--- src/rtl/eth_tx_mac_framer_if.sv ---
// eth_tx_mac_framer_if: config, payload stream and GMII-side signals of the TX framer
interface eth_tx_mac_framer_if;
  logic        i_start;
  logic [47:0] i_dst_mac;
  logic [47:0] i_src_mac;
  logic [15:0] i_ethertype;
  logic [15:0] i_vlan_tci;
  logic [7:0]  i_gap_count;
  logic [7:0]  i_pay_data;
  logic        i_pay_valid;
  logic        i_pay_last;
  logic        o_pay_ready;
  logic [7:0]  o_tx_data;
  logic        o_tx_en;
  logic        o_tx_er;
  logic        o_busy;
  logic        o_frame_done;
  logic        o_underflow;
  logic        o_truncated;
  modport master (
    output i_start, i_dst_mac, i_src_mac, i_ethertype, i_vlan_tci, i_gap_count,
           i_pay_data, i_pay_valid, i_pay_last,
    input  o_pay_ready, o_tx_data, o_tx_en, o_tx_er, o_busy, o_frame_done, o_underflow, o_truncated
  );
  modport slave (
    input  i_start, i_dst_mac, i_src_mac, i_ethertype, i_vlan_tci, i_gap_count,
           i_pay_data, i_pay_valid, i_pay_last,
    output o_pay_ready, o_tx_data, o_tx_en, o_tx_er, o_busy, o_frame_done, o_underflow, o_truncated
  );
endinterface

--- src/rtl/eth_tx_mac_framer.sv ---
// eth_tx_mac_framer: GMII-style Ethernet TX framer with padding, FCS and IFG.
// Define ETH_TX_VLAN_EN to insert an 802.1Q tag after the source MAC.
module eth_tx_mac_framer #(
  parameter int PREAMBLE_LEN = 7,
  parameter int MIN_PAYLOAD  = 46,
  parameter int MAX_PAYLOAD  = 1500,
  parameter int IFG_MIN      = 12
) (
  input logic i_eth_clk,
  input logic i_rst,
  eth_tx_mac_framer_if.slave bus
);
`ifdef ETH_TX_VLAN_EN
  localparam int HDR_W   = 144;
  localparam int PAD_TGT = MIN_PAYLOAD - 4;
`else
  localparam int HDR_W   = 112;
  localparam int PAD_TGT = MIN_PAYLOAD;
  logic unused_tci;
  assign unused_tci = ^bus.i_vlan_tci;
`endif
  localparam logic [10:0] PRE_LAST = 11'(PREAMBLE_LEN - 1);
  localparam logic [10:0] PAD_LAST = 11'(PAD_TGT - 1);
  localparam logic [10:0] MAX_LAST = 11'(MAX_PAYLOAD - 1);
  localparam logic [7:0]  IFG_MIN8 = 8'(IFG_MIN);
  typedef enum logic [3:0] {
    S_IDLE, S_PRE, S_SFD, S_DST, S_SRC,
`ifdef ETH_TX_VLAN_EN
    S_VLAN,
`endif
    S_TYPE, S_PAYLOAD, S_PAD, S_FCS, S_IFG
  } state_t;
  state_t state_q, state_d;
  logic [10:0] cnt_q, cnt_d;
  logic [HDR_W-1:0] hdr_q, hdr_d;
  logic [31:0] crc_q, crc_d;
  logic [7:0] gap_q, gap_d, tx_data_q, tx_data_d;
  logic busy_q, busy_d, tx_en_q, tx_en_d, tx_er_q, tx_er_d;
  logic done_q, done_d, unf_q, unf_d, trunc_q, trunc_d;
  function automatic logic [31:0] crc8(input logic [31:0] c, input logic [7:0] b);
    logic [31:0] r;
    r = c ^ {24'h0, b};
    for (int i = 0; i < 8; i++) r = r[0] ? (r >> 1) ^ 32'hEDB88320 : r >> 1;
    return r;
  endfunction
  always_ff @(posedge i_eth_clk or posedge i_rst) begin
    if (i_rst) begin
      state_q   <= S_IDLE;
      cnt_q     <= '0;
      hdr_q     <= '0;
      crc_q     <= '1;
      gap_q     <= '0;
      tx_data_q <= '0;
      busy_q    <= 1'b0;
      tx_en_q   <= 1'b0;
      tx_er_q   <= 1'b0;
      done_q    <= 1'b0;
      unf_q     <= 1'b0;
      trunc_q   <= 1'b0;
    end else begin
      state_q   <= state_d;
      cnt_q     <= cnt_d;
      hdr_q     <= hdr_d;
      crc_q     <= crc_d;
      gap_q     <= gap_d;
      tx_data_q <= tx_data_d;
      busy_q    <= busy_d;
      tx_en_q   <= tx_en_d;
      tx_er_q   <= tx_er_d;
      done_q    <= done_d;
      unf_q     <= unf_d;
      trunc_q   <= trunc_d;
    end
  end
  always_comb begin
    state_d = state_q;
    cnt_d   = cnt_q + 11'd1;
    case (state_q)
      S_IDLE:    state_d = bus.i_start ? S_PRE : S_IDLE;
      S_PRE:     state_d = cnt_q == PRE_LAST ? S_SFD : S_PRE;
      S_SFD:     state_d = S_DST;
      S_DST:     state_d = cnt_q == 11'd5 ? S_SRC : S_DST;
`ifdef ETH_TX_VLAN_EN
      S_SRC:     state_d = cnt_q == 11'd5 ? S_VLAN : S_SRC;
      S_VLAN:    state_d = cnt_q == 11'd3 ? S_TYPE : S_VLAN;
`else
      S_SRC:     state_d = cnt_q == 11'd5 ? S_TYPE : S_SRC;
`endif
      S_TYPE:    state_d = cnt_q == 11'd1 ? S_PAYLOAD : S_TYPE;
      S_PAYLOAD: state_d = !bus.i_pay_valid ? S_IFG :
                           bus.i_pay_last ? (cnt_q < PAD_LAST ? S_PAD : S_FCS) :
                           cnt_q == MAX_LAST ? S_FCS : S_PAYLOAD;
      S_PAD:     state_d = cnt_q == PAD_LAST ? S_FCS : S_PAD;
      S_FCS:     state_d = cnt_q == 11'd3 ? S_IFG : S_FCS;
      S_IFG:     state_d = cnt_q == {3'b000, gap_q - 8'd1} ? S_IDLE : S_IFG;
      default:   state_d = S_IDLE;
    endcase
    // the payload count carries into PAD so padding stops at the target size
    if ((state_d != state_q && state_d != S_PAD) || state_q == S_IDLE) cnt_d = '0;
  end
  always_comb begin
    logic upd;
    upd       = 1'b0;
    tx_data_d = 8'h00;
    tx_en_d   = !(state_q inside {S_IDLE, S_IFG});
    tx_er_d   = 1'b0;
    done_d    = 1'b0;
    unf_d     = 1'b0;
    trunc_d   = 1'b0;
    hdr_d     = hdr_q;
    crc_d     = crc_q;
    gap_d     = gap_q;
    busy_d    = state_d != S_IDLE;
    case (state_q)
      S_IDLE: begin
`ifdef ETH_TX_VLAN_EN
        hdr_d = {bus.i_dst_mac, bus.i_src_mac, 16'h8100, bus.i_vlan_tci, bus.i_ethertype};
`else
        hdr_d = {bus.i_dst_mac, bus.i_src_mac, bus.i_ethertype};
`endif
        gap_d = bus.i_gap_count < IFG_MIN8 ? IFG_MIN8 : bus.i_gap_count;
        crc_d = '1;
      end
      S_PRE: tx_data_d = 8'h55;
      S_SFD: tx_data_d = 8'hD5;
      S_PAYLOAD: begin
        tx_data_d = bus.i_pay_valid ? bus.i_pay_data : 8'h00;
        tx_er_d   = !bus.i_pay_valid;
        unf_d     = !bus.i_pay_valid;
        trunc_d   = bus.i_pay_valid && !bus.i_pay_last && cnt_q == MAX_LAST;
        upd       = bus.i_pay_valid;
      end
      S_PAD: upd = 1'b1;
      S_FCS: begin
        tx_data_d = ~crc_q[7:0];
        crc_d     = {8'h00, crc_q[31:8]};
        done_d    = cnt_q == 11'd3;
      end
      S_IFG: tx_data_d = 8'h00;
      default: begin
        tx_data_d = hdr_q[HDR_W-1 -: 8];
        hdr_d     = hdr_q << 8;
        upd       = 1'b1;
      end
    endcase
    if (upd) crc_d = crc8(crc_q, tx_data_d);
  end
  assign bus.o_pay_ready  = state_q == S_PAYLOAD;
  assign bus.o_tx_data    = tx_data_q;
  assign bus.o_tx_en      = tx_en_q;
  assign bus.o_tx_er      = tx_er_q;
  assign bus.o_busy       = busy_q;
  assign bus.o_frame_done = done_q;
  assign bus.o_underflow  = unf_q;
  assign bus.o_truncated  = trunc_q;
endmodule

--- src/flat_wrapper.sv ---
// flat-port wrapper written by rule: the top's interface ports become plain ports
module eth_tx_mac_framer_flat 
#(
  parameter int PREAMBLE_LEN = 7,
  parameter int MIN_PAYLOAD  = 46,
  parameter int MAX_PAYLOAD  = 1500,
  parameter int IFG_MIN      = 12
)
  (i_eth_clk, i_rst, bus_i_start, bus_i_dst_mac, bus_i_src_mac, bus_i_ethertype, bus_i_vlan_tci, bus_i_gap_count, bus_i_pay_data, bus_i_pay_valid, bus_i_pay_last, bus_o_pay_ready, bus_o_tx_data, bus_o_tx_en, bus_o_tx_er, bus_o_busy, bus_o_frame_done, bus_o_underflow, bus_o_truncated);
  eth_tx_mac_framer_if bus_i ();
  input logic i_eth_clk;
  input logic i_rst;
  input wire logic [$bits(bus_i.i_start)-1:0] bus_i_start;
  input wire logic [$bits(bus_i.i_dst_mac)-1:0] bus_i_dst_mac;
  input wire logic [$bits(bus_i.i_src_mac)-1:0] bus_i_src_mac;
  input wire logic [$bits(bus_i.i_ethertype)-1:0] bus_i_ethertype;
  input wire logic [$bits(bus_i.i_vlan_tci)-1:0] bus_i_vlan_tci;
  input wire logic [$bits(bus_i.i_gap_count)-1:0] bus_i_gap_count;
  input wire logic [$bits(bus_i.i_pay_data)-1:0] bus_i_pay_data;
  input wire logic [$bits(bus_i.i_pay_valid)-1:0] bus_i_pay_valid;
  input wire logic [$bits(bus_i.i_pay_last)-1:0] bus_i_pay_last;
  output wire logic [$bits(bus_i.o_pay_ready)-1:0] bus_o_pay_ready;
  output wire logic [$bits(bus_i.o_tx_data)-1:0] bus_o_tx_data;
  output wire logic [$bits(bus_i.o_tx_en)-1:0] bus_o_tx_en;
  output wire logic [$bits(bus_i.o_tx_er)-1:0] bus_o_tx_er;
  output wire logic [$bits(bus_i.o_busy)-1:0] bus_o_busy;
  output wire logic [$bits(bus_i.o_frame_done)-1:0] bus_o_frame_done;
  output wire logic [$bits(bus_i.o_underflow)-1:0] bus_o_underflow;
  output wire logic [$bits(bus_i.o_truncated)-1:0] bus_o_truncated;
  assign bus_i.i_start = bus_i_start;
  assign bus_i.i_dst_mac = bus_i_dst_mac;
  assign bus_i.i_src_mac = bus_i_src_mac;
  assign bus_i.i_ethertype = bus_i_ethertype;
  assign bus_i.i_vlan_tci = bus_i_vlan_tci;
  assign bus_i.i_gap_count = bus_i_gap_count;
  assign bus_i.i_pay_data = bus_i_pay_data;
  assign bus_i.i_pay_valid = bus_i_pay_valid;
  assign bus_i.i_pay_last = bus_i_pay_last;
  assign bus_o_pay_ready = bus_i.o_pay_ready;
  assign bus_o_tx_data = bus_i.o_tx_data;
  assign bus_o_tx_en = bus_i.o_tx_en;
  assign bus_o_tx_er = bus_i.o_tx_er;
  assign bus_o_busy = bus_i.o_busy;
  assign bus_o_frame_done = bus_i.o_frame_done;
  assign bus_o_underflow = bus_i.o_underflow;
  assign bus_o_truncated = bus_i.o_truncated;
  eth_tx_mac_framer #(.PREAMBLE_LEN(PREAMBLE_LEN), .MIN_PAYLOAD(MIN_PAYLOAD), .MAX_PAYLOAD(MAX_PAYLOAD), .IFG_MIN(IFG_MIN)) u_core (.i_eth_clk(i_eth_clk), .i_rst(i_rst), .bus(bus_i));
endmodule
--- config.mk ---
export PLATFORM = sky130hd
export DESIGN_NAME = eth_tx_mac_framer_flat
export DESIGN_NICKNAME = d
export VERILOG_FILES = /design/src/rtl/eth_tx_mac_framer_if.sv /design/src/rtl/eth_tx_mac_framer.sv /design/src/flat_wrapper.sv
export SDC_FILE = /design/constraint.sdc
export NUM_CORES = 1
export LEC_CHECK = 0
export ABC_AREA = 1
export CAP_MARGIN = 25
export CORE_MARGIN = 2
export CORE_UTILIZATION = 50
export CTS_BUF_LIST = sky130_fd_sc_hd__clkbuf_8
export CTS_CLUSTER_SIZE = 12
export DETAILED_ROUTE_END_ITERATION = 6
export PLACE_DENSITY = 0.76
export SLEW_MARGIN = 20
export SYNTH_ARGS = -nofsm -noshare
export SYNTH_HDL_FRONTEND = slang
export SYNTH_SLANG_ARGS = --single-unit
--- constraint.sdc ---
create_clock -name i_eth_clk -period 6.45 [get_ports i_eth_clk]
set_input_delay 0.9675 -clock i_eth_clk [delete_from_list [all_inputs] [get_ports i_eth_clk]]
set_output_delay 0.9675 -clock i_eth_clk [all_outputs]
set_load 0.01 [all_outputs]
; ---- Word-level counts from Yosys, hierarchy flattened
; Index checks and enable logic that the tools add are counted.
[word_totals]
regBits = 180
inputBits = 149
output_inout_bits = 15
[classes]
add_sub_neg = 2
n_lt_le_gt_ge = 2
n_eq_ne = 18
n_mux = 32
n_bitwise = 10
n_reduce_logical = 14
[op_table]
columns = cell, count
row1 = 32-bit two-way mux, 9
row2 = 112-bit one-hot mux with 2 select lines, 1
row3 = 13-bit NOT with 14-bit output, 8
row4 = 32-bit one-hot mux with 2 select lines, 1
row5 = 4-bit one-hot mux with 10 select lines, 1
row6 = 8-bit one-hot mux with 5 select lines, 1
row7 = 32-bit by 8-bit XOR with 32-bit output, 1
row8 = 4-bit two-way mux, 6
row9 = 11-bit by 3-bit == test with 1-bit output (second input constant), 2
row10 = 4-bit by 3-bit == test with 1-bit output (second input constant), 4
row11 = 8-bit two-way mux, 2
row12 = 11-bit by 1-bit adder with 11-bit output (second input constant), 1
row13 = 11-bit by 1-bit == test with 1-bit output (second input constant), 1
row14 = 11-bit == test (second input constant), 1
row15 = 11-bit by 2-bit == test with 1-bit output (second input constant), 1
row16 = 11-bit by 6-bit == test with 1-bit output (second input constant), 1
row17 = 11-bit by 8-bit == test with 1-bit output, 1
row18 = 11-bit by 6-bit less-than comparator with 1-bit output (second input constant), 1
row19 = 11-bit two-way mux, 1
row20 = 4-bit by 2-bit == test with 1-bit output (second input constant), 2
row21 = 4-bit == test (second input constant), 2
row22 = 8-bit by 4-bit less-than comparator with 1-bit output (second input constant), 1
row23 = 8-bit NOT, 1
row24 = 8-bit by 1-bit subtractor with 8-bit output (second input constant), 1
row25 = other kinds (17), 27

; ---- Depth between registers and ports, before layout
; Gate-level depths: netlist of run 1.
[depth]
depth_word = 21
depth_mapped = 19
depth_no_buf = 18

; ---- Worst setup path before layout of run 1
; Ideal clock, no wire load.
[synth_timing]
path_kind = input to register
from = input bus_i_pay_valid
to = register u_core.crc_q[17]
setup_ps = 67
arrival_ps = 2467
slack_ps = 3915
cell_stages = 15
n_path_buf = 1
cell_sequence = clkbuf_1 inv_1 nor2_2 nand2_1 nand3_2 nand2_2 nand2_1 nand2_2 nand2_2 nand2_2 xor2_1 or2_1 nand2_1 nand2_1 nor2_1
[synth_via]
elab_chain_len = 16
word_cells_on_any_way = 18
cone_classes = mux (12) / bitwise (5) / reduce/logical (1)
[synth_rtl]
columns = element, line
row1 = "start, declared", flat_wrapper.sv:20  ; input wire logic [$bits(bus_i.i_pay_valid)-1:0] bus_i_pay_valid;
row2 = 8-bit two-way mux, eth_tx_mac_framer.sv:127  ; tx_data_d = bus.i_pay_valid ? bus.i_pay_data : 8'h00;
row3 = 8-bit one-hot mux with 5 select lines, eth_tx_mac_framer.sv:114  ; case (state_q)
row4 = 32-bit by 8-bit XOR with 32-bit output, eth_tx_mac_framer.sv:42  ; r = c ^ {24'h0, b};
row5 = 32-bit two-way mux, eth_tx_mac_framer.sv:43  ; for (int i = 0; i < 8; i++) r = r[0] ? (r >> 1) ^ 32'hEDB88320 : r >> 1;
row6 = 13-bit NOT with 14-bit output (no source line), -
row7 = 32-bit two-way mux (2 in a row), eth_tx_mac_framer.sv:43
row8 = 13-bit NOT with 14-bit output (no source line), -
row9 = 32-bit two-way mux, eth_tx_mac_framer.sv:43
row10 = 13-bit NOT with 14-bit output (no source line), -
row11 = 32-bit two-way mux, eth_tx_mac_framer.sv:43
row12 = 13-bit NOT with 14-bit output (no source line), -
row13 = 32-bit two-way mux (3 in a row), eth_tx_mac_framer.sv:43
row14 = 32-bit two-way mux, eth_tx_mac_framer.sv:146  ; if (upd) crc_d = crc8(crc_q, tx_data_d);
row15 = "end signal, assigned", eth_tx_mac_framer.sv:64  ; crc_q <= crc_d;
row16 = "end, declared", eth_tx_mac_framer.sv:36  ; logic [31:0] crc_q, crc_d;
; Several ways; a longest one is shown, not always the timed one.
; A chain may end at the register's enable or synchronous reset.

; ---- Worst setup path after layout of run 1
[layout_timing]
from = register u_core.state_q[0]
to = register u_core.hdr_q[105]
[layout_via]
elab_chain_len = 3
word_cells_on_any_way = 9
cone_classes = eq/ne (6) / mux (1) / reduce/logical (2)
[layout_rtl]
columns = element, line
row1 = "start, declared", eth_tx_mac_framer.sv:33  ; state_t state_q, state_d;
row2 = "start signal, assigned", eth_tx_mac_framer.sv:61  ; state_q <= state_d;
row3 = "4-bit by 3-bit == test with 1-bit output, or another cell as far along", eth_tx_mac_framer.sv:114
row4 = 6-bit OR reduction (no source line), -
row5 = 112-bit one-hot mux with 2 select lines, eth_tx_mac_framer.sv:114
row6 = "end signal, assigned", eth_tx_mac_framer.sv:63  ; hdr_q <= hdr_d;
row7 = "end, declared", eth_tx_mac_framer.sv:35  ; logic [HDR_W-1:0] hdr_q, hdr_d;
; Several ways; a longest one is shown, not always the timed one.

==> impl_metrics.toml, run 1 <==
[critical_path]
r2r_start = "u_core.state_q[0]$_DFF_PP0_"
crit_arrival_ns = 4.19
r2r_setup_slack_ns = 2.64
crit_fanout = 107
endpoint_kind = "flop"
crit_path_start = "u_core.state_q[0]$_DFF_PP0_"
crit_end = "u_core.hdr_q[105]$_DFFE_PP0N_"
r2r_end = "u_core.hdr_q[105]$_DFFE_PP0N_"
start_kind = "flop"
reg2reg_depth = 10
cp.required_ns = 6.83
critical_path_class = "reg -> reg"

[clock_tree]
cts_resized = 0
post-cts-setup-buffers = 0
numCtsBuffers = 17
cts_sinks = 180
h-tree-depth = 4
cts_root_buf = "clkbuf_8"
clk_latency_ns = 0.47
ctsHoldBuffers = 0
cts.clk_slew.worst_paths_ns = 0.09
cts_tree = "done"
clockBufferDepth = 2

[sta]
clock_skew_ns = 0.0128
period_share_pct = 59.1
holdWs_ns = 0.506
fin_setup_tns_ns = 0
setup_viol = 0
period_minus_slack_ns = 3.81
worst_slack_ns = 2.64
worst_slew_pin_slew_ns = 0.938
fmax_mhz = 262
hold_viol_final = 0
finalMaxSlewViolations = 0
slew_headroom_pct = 37.5
rsz0062_at_grt = "no"

[global_routing]
grt_start_max_net_pins = 110
grt_pass1_vias = 8735
overflow = 0
track_usage_pct = 25.8
antenna_found_initial = 3
grt_pass1_wl_um = 42800

[yosys]
synth_seq_area_share_pct = 45.8
ys.warnings.count = 0
syn_inst = 1323
synth_edf_count = 0
ys_ff_latch = 180
ys.flop_type = "dfrtp_1"
synth_cell_types = 45
syn_area_per_cell_sq_um = 7.50
syn_area_sq_um = 9930
synth_nets = 1476
ys_async_sr_fraction_pct = 100

[floorplanning]
initial_core_util_pct = 51.0
fp-row-count = 51
die-area_sq_um = 21000
ioPinCount = 164
coreArea_sq_um = 19500
die_h_um = 145
die_w_um = 145

[place]
place_area_sq_um = 11500
place_ws_ns = 2.48
dp_cells = 1684
gp_congestion = 0.867
portBuffers = 147
dp_hpwl_um = 18000

[detailed_routing]
ant_nets = 0
totalWireLength_um = 25600
drc_errors = 0
vias = 9177
wl_per_cell_um = 14.9
viasPerCell = 5.34
drtIter0Drc = 638
dr.pass1.iters = 7

[layout]
layout_commonest_cell = "nand2_1"
ff_latch_area_sq_um = 4540
final_nets = 1592
nFillCells = 1791
synthToLayoutAreaGrowth_pct = 20.9
layout_common_cells = "424 x nand2_1, 171 x nor2_1, 148 x dfrtp_1"
drive_gt1_share_pct = 9.44
stdcell_count = 1717
utilization_pct = 61.6
multiInputGateArea_sq_um = 4820
postLayoutCellArea_sq_um = 12000

[job]
maxCapViolations = 0

[pwr]
swShare_pct = 51.3
total_power_mw = 7.48
powerDensity_nw_per_um2 = 624
p_leak_nw = 5.47
seqPwrFrac_pct = 26.9
pwr-share-comb_pct = 61.9
vdd_drop_max_v = 0.000286
power.switching_mw = 3.84
clock_power_share_pct = 11.2
p_int_mw = 3.65

[hold_path]
hold_path.class = "reg -> reg"
holdPathStages = 2

[status]
outcome = "complete, no violations"
## critical path, cell delays in order (launching register included)
cell and delay, ns:
dfrtp_1 0.53, inv_2 0.08, nand2_1 0.19, nor3_4 0.12, clkinv_1 0.39, nand4_2 0.34, nor2_4 0.15, buf_4 0.75
buf_4 0.84, nor2_1 0.11, a31oi_1 0.17
## sequential cells by signal, indices dropped and copies added (netlist names)
register and flops:
u_core.state_q 4, u_core.crc_q 32, u_core.bus.o_truncated 1, u_core.hdr_q 112, u_core.gap_q 8, u_core.bus.o_tx_er 1
u_core.bus.o_busy 1, u_core.cnt_q 11, u_core.bus.o_frame_done 1, u_core.bus.o_tx_data 8, u_core.bus.o_tx_en 1
## cells by family (layout without fill, tap and decap cells)
group	after synthesis	count (layout)	synth area share (%)
AND/OR/NAND/NOR	764	764	32.9
other	0	1	0
adder cells (fa/ha/maj)	4	4	0.504
flip-flops	180	180	45.8
buffers and inverters	143	271	5.77
XOR/XNOR	37	37	3.26
AO/OA/AOI/OAI	195	195	11.7
## cell usage after synthesis (all sizes together), types with 3 or more instances
| cell type | count | share of area, % |
|---|---|---|
| nand3b | 6 | 0.45 |
| nor3 | 8 | 0.57 |
| xor2 | 30 | 2.6 |
| nor4 | 3 | 0.19 |
| o21ai | 44 | 2.2 |
| buf | 24 | 1.3 |
| inv | 83 | 3.1 |
| nand3 | 86 | 4.4 |
| dfstp | 32 | 8.5 |
| nand4 | 9 | 0.63 |
| o22ai | 4 | 0.25 |
| clkbuf | 35 | 1.3 |
| a31oi | 106 | 6.7 |
| a21oi | 23 | 1.2 |
| o21a | 7 | 0.53 |
| nor2 | 180 | 7.3 |
| dfrtp | 148 | 37 |
| or2 | 14 | 0.93 |
| xnor2 | 7 | 0.62 |
| a22oi | 7 | 0.58 |
| nand2 | 458 | 18 |
| ha | 4 | 0.50 |
## worst min-delay path by stage
stage / from / to / slack (ns)
finish: u_core.crc_q[31]$_DFFE_PP1P_ / u_core.crc_q[31]$_DFFE_PP1P_ / 0.51
global route: u_core.crc_q[30]$_DFFE_PP1P_ / u_core.crc_q[30]$_DFFE_PP1P_ / 0.53
global placement: u_core.crc_q[30]$_DFFE_PP1P_ / u_core.crc_q[30]$_DFFE_PP1P_ / 0.48
detailed placement: u_core.crc_q[30]$_DFFE_PP1P_ / u_core.crc_q[30]$_DFFE_PP1P_ / 0.49
floorplan: u_core.crc_q[31]$_DFFE_PP1P_ / u_core.crc_q[31]$_DFFE_PP1P_ / 0.47
CTS: u_core.crc_q[30]$_DFFE_PP1P_ / u_core.crc_q[30]$_DFFE_PP1P_ / 0.51
## power by group through the flow
stage | clock network [mW] | registers, mW | logic, mW
3_5_place_dp | 0 | 2.03 | 4.60
5_1_grt | 0.894 | 2.08 | 5.24
2_1_floorplan | 0 | 1.95 | 3.61
3_3_place_gp | 0 | 2.02 | 4.47
6_report | 0.835 | 2.02 | 4.63
4_1_cts | 0.847 | 2.01 | 4.62
## metal layers
metal	up-vias	wire length [um]	part of all wire (%)	GRT usage, %
met5	-	13	0.051	0
met4	2	381	1.5	7.51
met3	29	1660	6.5	5.23
met2	286	11600	45	39.3
met1	4309	12000	47	37.3
li1	4551	-	-	-
## area by class of cell
type,count,area share [%]
Clock inverter,13,1.46
Timing Repair Buffer,156,12.9
Inverter,84,2.68
Tap cell,265,2.76
Multi-Input combinational cell,1000,40.2
Clock buffer,18,2.07
Antenna cell,1,0.0209
Sequential cell,180,37.9
Power figures use the tool's default switching activity.
==> run 2, diff against run 1 <==
--- a/config.mk
+++ b/config.mk
@@ -12,7 +12,7 @@
 export CTS_BUF_LIST = sky130_fd_sc_hd__clkbuf_8
 export CTS_CLUSTER_SIZE = 12
 export DETAILED_ROUTE_END_ITERATION = 6
-export PLACE_DENSITY = 0.76
+export PLACE_DENSITY = 0.79
 export SLEW_MARGIN = 20
 export SYNTH_ARGS = -nofsm -noshare
 export SYNTH_HDL_FRONTEND = slang
==> constraint.sdc (replaced) <==
create_clock -name i_eth_clk -period 3.2 [get_ports i_eth_clk]
set_input_delay 0.48 -clock i_eth_clk [delete_from_list [all_inputs] [get_ports i_eth_clk]]
set_output_delay 0.48 -clock i_eth_clk [all_outputs]
set_load 0.01 [all_outputs]
==> impl_metrics.toml, run 2 (synthesis results as in run 1) <==
[status]
outcome = "complete, no violations"

[critical_path]
endpoint_kind = "flop"
critical_path_class = "reg -> reg"
slowest_stage = "nor2_2"
cpMostUsedCell = "inv_2"
r2r_setup_slack_ns = 0.34
start_kind = "flop"
crit_arrival_ns = 3.25
cp.required_ns = 3.59
crit_fanout = 19
r2r_start = "u_core.state_q[2]$_DFF_PP0_"
reg2reg_depth = 12
critPathMaxStageDelay_ns = 0.59
r2r_end = "u_core.crc_q[17]$_DFFE_PP1P_"
path_cells = "inv_2 > nor2_8 > nand2_4 > nor2_1 > nor3_2 > nor2_4 > inv_2 > nor2_2 > inv_2 > or2_0 > nand2_1 > nor2_1"

[global_routing]
overflow = 0
grt_start_max_net_pins = 115
grt_pass1_wl_um = 42200
track_usage_pct = 25.5
grt_pass1_vias = 8605
antenna_found_initial = 1

[detailed_routing]
dr.pass1.iters = 5
wl_per_cell_um = 14.8
ant_nets = 0
vias = 9227
totalWireLength_um = 25500
drc_errors = 0
drtIter0Drc = 821
viasPerCell = 5.36

[clock_tree]
cts_root_buf = "clkbuf_8"
cts_sinks = 180
ctsHoldBuffers = 0
clockBufferDepth = 2
post-cts-setup-buffers = 0
clk_latency_ns = 0.47
h-tree-depth = 4
cts.clk_slew.worst_paths_ns = 0.10
numCtsBuffers = 17
cts_resized = 0
cts_tree = "done"

[job]
maxCapViolations = 0

[layout]
largest_reg_flops = 112
utilization_pct = 61.7
top_register = "u_core.hdr_q"
postLayoutCellArea_sq_um = 12000
layout_common_cells = "424 x nand2_1, 171 x nor2_1, 148 x dfrtp_1"
drive_gt1_share_pct = 9.55
layout_commonest_cell = "nand2_1"
largestRegisters = "u_core.hdr_q (112), u_core.crc_q (32), u_core.cnt_q (11)"
synthToLayoutAreaGrowth_pct = 20.9
final_nets = 1595
stdcell_count = 1721

[floorplanning]
die_w_um = 145
coreArea_sq_um = 19500
die-area_sq_um = 21000
fp-row-count = 51
die_h_um = 145
initial_core_util_pct = 51.0
ioPinCount = 164

[sta]
worst_slack_ns = 0.335
clock_skew_ns = 0.0108
fin_setup_tns_ns = 0
slew_headroom_pct = 47.8
period_minus_slack_ns = 2.86
fmax_mhz = 349
rsz0062_at_grt = "no"
setup_viol = 0
period_share_pct = 89.5
worst_slew_pin_slew_ns = 0.782
hold_viol_final = 0
holdWs_ns = 0.477
finalMaxSlewViolations = 0

[place]
portBuffers = 147
dp_hpwl_um = 18000
gp_congestion = 0.872
dp_cells = 1688
place_ws_ns = 0.219
place_area_sq_um = 11600

[pwr]
powerDensity_nw_per_um2 = 1250
p_leak_nw = 5.47
vdd_drop_max_v = 0.000650
total_power_mw = 15.0

[hold_path]
hold_path.class = "in -> async"
[run 2: cell count changes in the layout (fill, tap and decap cells not counted), moves of 2 or more]
cell,before,now
buf_12,1,3
bufinv_16,3,1
clkbuf_8,18,20
inv_1,73,75
inv_8,2,0
[run 2: report_power, final]
group / switching (mW) / total (mW) / leakage [nW] / internal, mW
clock network: 0.846 / 1.52 / 0.195 / 0.678
logic: 6.23 / 9.38 / 3.26 / 3.15
registers: 0.623 / 4.07 / 2.02 / 3.45
[run 2: worst max-delay path by stage]
stage | startpoint | end | slack (ns) | cells after the start
floorplan | i_rst | u_core.bus.o_busy$_DFF_PP0_ | 0.44 | 1
global placement | bus_i_pay_valid | u_core.crc_q[17]$_DFFE_PP1P_ | 0.22 | 10
detailed placement | bus_i_pay_valid | u_core.crc_q[17]$_DFFE_PP1P_ | 0.22 | 10
CTS | u_core.state_q[2]$_DFF_PP0_ | u_core.crc_q[17]$_DFFE_PP1P_ | 0.41 | 12
global route | u_core.state_q[2]$_DFF_PP0_ | u_core.crc_q[17]$_DFFE_PP1P_ | 0.12 | 12
finish | u_core.state_q[2]$_DFF_PP0_ | u_core.crc_q[17]$_DFFE_PP1P_ | 0.34 | 12
[run 2: per-layer routing]
metal  up-vias  track usage (%)  part of all wire, %
met5         -                0                    0
met1      4329             36.1                   46
li1       4563                -                    -
met4         0             6.80                  1.5
met3        25             5.59                  6.5
met2       310             39.7                   46
[run 2: cell type report]
cell class	instances	area [sq um]
antenna	1	2.50
clock buffer	20	275
clock inverter	12	105
fill	1768	7460
inverter	84	320
multi-input combinational	1000	4820
sequential	180	4540
tap	265	332
timing repair buffer	159	1600
[run 2: worst max-delay path: cells and delay by family, from the launching register on]
family	cells	cell delay [ns]
buf+inv	3	0.56
flops	1	0.55
simple gates	9	1.67
==> run 3, diff against run 2 <==
--- a/config.mk
+++ b/config.mk
@@ -7,7 +7,6 @@
 export LEC_CHECK = 0
 export ABC_AREA = 1
 export CAP_MARGIN = 25
-export CORE_MARGIN = 2
 export CORE_UTILIZATION = 50
 export CTS_BUF_LIST = sky130_fd_sc_hd__clkbuf_8
 export CTS_CLUSTER_SIZE = 12
==> impl_metrics.toml, run 3 (synthesis results as in run 1) <==
[clock_tree]
cts.clk_slew.worst_paths_ns = 0.10
cts_tree = "done"
cts_resized = 0
post-cts-setup-buffers = 0
ctsHoldBuffers = 0
cts_root_buf = "clkbuf_8"
clockBufferDepth = 2
numCtsBuffers = 17
h-tree-depth = 4
clk_latency_ns = 0.47
cts_sinks = 180

[critical_path]
critPathMaxStageDelay_ns = 0.45
critical_path_class = "reg -> reg"
cp.required_ns = 3.59
slowest_stage = "dfrtp_1"
start_kind = "flop"
crit_fanout = 11
path_delay_family = "simple AND/OR/NAND/NOR gates"
path_cells = "nor2_1 > nand3_1 > nor2_1 > nand2_1 > nand2_1 > nand2_1 > nor2_1 > nand3_1 > nor2_1 > nand2_1 > nand2_1 > nand3_1 > o21ai_0 > nand2_1 > nor2_1"
cpMostUsedCell = "nand2_1"
crit_arrival_ns = 3.05
path_buf_inv = 0
endpoint_kind = "flop"

[layout]
synthToLayoutAreaGrowth_pct = 21.6
nFillCells = 1747
layout_commonest_cell = "nand2_1"
stdcell_count = 1724
final_nets = 1598
layout_common_cells = "424 x nand2_1, 171 x nor2_1, 148 x dfrtp_1"
top_register = "u_core.hdr_q"
largestRegisters = "u_core.hdr_q (112), u_core.crc_q (32), u_core.cnt_q (11)"
largest_reg_flops = 112
utilization_pct = 62.0
drive_gt1_share_pct = 9.81

[pwr]
vdd_drop_max_v = 0.000782
clock_power_share_pct = 10.1
powerDensity_nw_per_um2 = 1260
pwr-share-comb_pct = 63.1
swShare_pct = 51.3
p_leak_nw = 5.50
power.switching_mw = 7.79
seqPwrFrac_pct = 26.8
p_int_mw = 7.38

[detailed_routing]
totalWireLength_um = 25100
wl_per_cell_um = 14.6
ant_nets = 0
drc_errors = 0
dr.pass1.iters = 6
drtIter0Drc = 758
vias = 9185
viasPerCell = 5.33

[place]
portBuffers = 147
gp_congestion = 0.954
dp_cells = 1691
dp_hpwl_um = 17900
place_ws_ns = 0.411

[sta]
rsz0062_at_grt = "no"
fmax_mhz = 377
hold_viol_final = 0
slew_headroom_pct = 62.6
worst_slack_ns = 0.546
period_minus_slack_ns = 2.65
fin_setup_tns_ns = 0
finalMaxSlewViolations = 0
worst_slew_pin_slew_ns = 0.562
clock_skew_ns = 0.0136
period_share_pct = 82.9
setup_viol = 0

[floorplanning]
fp-row-count = 51
coreArea_sq_um = 19500
die-area_sq_um = 20400
die_h_um = 143
initial_core_util_pct = 51.0
die_w_um = 143
ioPinCount = 164

[global_routing]
grt_pass1_vias = 8743
overflow = 0
antenna_found_initial = 1
grt_start_max_net_pins = 127
track_usage_pct = 26.4
grt_pass1_wl_um = 42200

[job]
maxCapViolations = 0

[status]
outcome = "complete, no violations"

[hold_path]
hold_path.class = "in -> async"
-- run 3: cell count changes in the layout (fill, tap and decap cells not counted) --
cell,change
buf_12,+4
clkbuf_8,-3
inv_6,+3
buf_4,-1
clkinv_8,+1
clkinvlp_4,-1
inv_1,-1
inv_8,+1
-- run 3: through the flow --
stage	power (mW)	cell area [sq um]	hold WS (ns)
detailed placement	13.6	11700	0.490
finish	15.2	12100	0.478
CTS	15.2	12100	0.493
global placement	13.3	11700	0.483
global route	16.6	12100	0.509
floorplan	11.2	9930	0.466
-- run 3: power groups by stage --
stage | sequential [mW] | clock, mW | combinational [mW]
6_report | 4.07 | 1.53 | 9.57
5_1_grt | 4.18 | 1.66 | 10.8
4_1_cts | 4.06 | 1.57 | 9.53
3_5_place_dp | 4.10 | 0 | 9.48
3_3_place_gp | 4.07 | 0 | 9.21
2_1_floorplan | 3.92 | 0 | 7.27
-- run 3: final timing paths --
check | start | endpoint | slack, ns | cells after the start
worst max-delay path | u_core.cnt_q[7]$_DFF_PP0_ | u_core.cnt_q[1]$_DFF_PP0_ | 0.55 | 15
worst min-delay path | i_rst | u_core.hdr_q[36]$_DFFE_PP0N_ | 0.48 | 3
worst max register to register | u_core.cnt_q[7]$_DFF_PP0_ | u_core.cnt_q[1]$_DFF_PP0_ | 0.55 | 15
worst min register to register | u_core.crc_q[29]$_DFFE_PP1P_ | u_core.crc_q[29]$_DFFE_PP1P_ | 0.50 | 2
max in group asynchronous | i_rst | u_core.crc_q[31]$_DFFE_PP1P_ | 2.23 | 3
min in group i_eth_clk | u_core.crc_q[29]$_DFFE_PP1P_ | u_core.crc_q[29]$_DFFE_PP1P_ | 0.50 | 2
-- run 3: area by class of cell --
class / instances / area [sq um] / share of cell area, %
timing repair buffer: 162 / 1670 / 13.8
sequential: 180 / 4540 / 37.6
tap: 265 / 332 / 2.75
clock buffer: 17 / 234 / 1.94
multi-input combinational: 1000 / 4820 / 39.9
clock inverter: 15 / 148 / 1.22
inverter: 84 / 320 / 2.65
antenna: 1 / 2.50 / 0.0207
-- run 3: per-layer routing --
metal	wire length, um	track usage, %
met2	11700	41.7
met4	469	8.49
met5	0	0
met3	1750	5.84
met1	11200	36.2
-- run 3: worst reg2reg max path, cell delays in order (launching register included) --
cell,delay (ns)
dfrtp_1,0.45
nor2_1,0.24
nand3_1,0.18
nor2_1,0.24
nand2_1,0.08
nand2_1,0.06
nand2_1,0.05
nor2_1,0.10
nand3_1,0.08
nor2_1,0.22
nand2_1,0.14
nand2_1,0.07
nand3_1,0.06
o21ai_0,0.14
nand2_1,0.24
nor2_1,0.19
==> RTL change, RTL diff (flow settings as in run 3) <==
The option `ETH_TX_VLAN_EN` is turned on by a define.
--- a/src/rtl/eth_tx_mac_framer.sv
+++ b/src/rtl/eth_tx_mac_framer.sv
@@ -1,5 +1,7 @@
 // eth_tx_mac_framer: GMII-style Ethernet TX framer with padding, FCS and IFG.
 // Define ETH_TX_VLAN_EN to insert an 802.1Q tag after the source MAC.
+`define ETH_TX_VLAN_EN
+
 module eth_tx_mac_framer #(
   parameter int PREAMBLE_LEN = 7,
   parameter int MIN_PAYLOAD  = 46,
Check against the original RTL: no difference found for any inputs over 10 cycles, from zero or initial values and one cycle with i_rst high; that may be too few to reach the edited logic, so the function may still have changed.
==> RTL change against run 3 <==
  * The flow now finishes with violations (design-rule violations)
  * Sequential share of layout area rose by 0.56 points
  * Critical endpoint is now u_core.crc_q[16]
  * Setup slack got worse by 62 ps
  * Sequential cell count rose by 32
  * Synthesized area rose by 13%
  * Sequential power rose by 24%
  * Wire length rose by 24%
  * Largest power group unchanged
  * Design area rose by 16%
  * Highest routed layer is now met5
  * Count of clock-buffer cells in the layout rose by 30
  * Power rose by 15%
==> RTL change: results (changes against run 3) <==
crit path from=u_core.state_q[3]; Final period util=0.849 (+0.0193); layout cells sized above 1=0.0972 (-0.000841); slew of the pin with the lowest slew margin=747 ps (+186 ps); routability congestion estimate=0.924 (-3.1%); register area share after synthesis=0.475 (+0.0169); I/O Buffers=163 (+11%); status=complete, but fails checks; H-tree Lvls=2 (-2); R2R Setup Slk=480 ps (-60 ps); worst slack at placement=392 ps (-19.0 ps); Worst-path clk slew=70 ps (-30 ps); CTS Buffer Depth=3 (+1); top flop regs=u_core.hdr_q: 144 flops, u_core.crc_q: 32 flops, u_core.cnt_q: 11 flops; failing checks=design-rule violations; detailed placer's ending HPWL=22.0 mm (+22%); area post-placement=0.0132 mm² (+13%); first-pass GRT wire length=51.2 mm (+21%); synth unique cells=38 (-16%); Metal-1 WL=14.2 mm (+27%); Int Pwr=0.00906 W (+23%); LEAKAGE=6.41 nW (+17%); Gate power share=0.562 (-0.069); Peak supply drop=705 µV (-9.9%); Total Wirelength=31.1 mm (+24%); Skew-Pair Late Insertion Delay=540 ps (+70 ps); met2 routed wirelength=13.9 mm (+19%); met3 WL=1.97 mm (+12%); Area contributors post-synth=dfrtp_1, nand2_1, dfstp_2, a31oi_1, nor2_1; DRT Pass-1 Iters=7 (+1); TritonCTS buffer count=37 (+20); GRT Util Overall=0.274 (+0.00967); Mapped Nets=1643 (+11%); via count=10500 (+14%); Synth Area in Adders=0.00444 (-0.000597); clk_skew=24.1 ps (+10.5 ps); Hold WS=421 ps (-57.7 ps); largest net degree at the start of global routing=116 (-8.7%); vias in the first global route=9978 (+14%); Layout Nets=1793 (+12%); DR top layer=met5; Iteration-0 DRC Markers=846 (+12%); DR DRC count=12 (+12); initial antenna violation count=3 (+2); FF-to-FF Start=u_core.state_q[3]; fillers=1923 (+10%); CP Max Fanout=22 (+11); Compound-Gate Fraction of Synth Area=0.118 (+0.00110)
[RTL change: path summary, 6_finish.rpt]
| kind | end | cells past startpoint |
|---|---|---|
| setup / recovery | u_core.crc_q[16] | 16 |
| hold / removal | u_core.hdr_q[29] | 2 |
| setup reg to reg | u_core.crc_q[16] | 16 |
| hold reg to reg | u_core.gap_q[7] | 2 |
| max in group asynchronous | u_core.crc_q[17] | 3 |
| min in group i_eth_clk | u_core.hdr_q[0] | 3 |
[RTL change: layout make-up]
type,count,area [µm²],area share
sequential,212,5350,0.382
tap,280,350,0.0250
timing repair buffer,188,1910,0.136
clock inverter,18,136,0.00975
multi-input combinational,1101,5220,0.373
inverter,100,382,0.0273
clock buffer,47,647,0.0462
antenna,2,5.00,0.000358
[RTL change: routing by layer]
| layer | track usage | vias up |
|---|---|---|
| met5 | 0 | - |
| met4 | 0.0977 | 2 |
| met3 | 0.0482 | 60 |
| met2 | 0.425 | 371 |
| met1 | 0.387 | 4904 |
| li1 | - | 5169 |
[RTL change: logic make-up after synthesis]
logic type / count (synthesis)
xor gates and xnor gates: 39
AOI/OAI and AO/OA: 225
adders and majority gates: 4
and+or+nand+nor: 833
buffers and inverters: 177
DFF: 212
[RTL change: stage by stage]
| step | setup TNS, ps | instances | utilization |
|---|---|---|---|
| finish | 0 | 1948 | 0.637 |
| global route | 0 | 1948 | 0.637 |
| CTS | 0 | 1946 | 0.637 |
| detailed placement | 0 | 1881 | 0.601 |
| global placement | 0 | 1881 | 0.601 |
| floorplan | -1810 | 1490 | - |
[RTL change: power groups by stage]
| stage | clock network, W | registers (W) | logic, W |
|---|---|---|---|
| finish | 0.00263 | 0.00503 | 0.00983 |
| global route | 0.00280 | 0.00517 | 0.0111 |
| CTS | 0.00268 | 0.00502 | 0.00981 |
| detailed placement | 0 | 0.00504 | 0.00979 |
| global placement | 0 | 0.00503 | 0.00962 |
| floorplan | 0 | 0.00477 | 0.00748 |
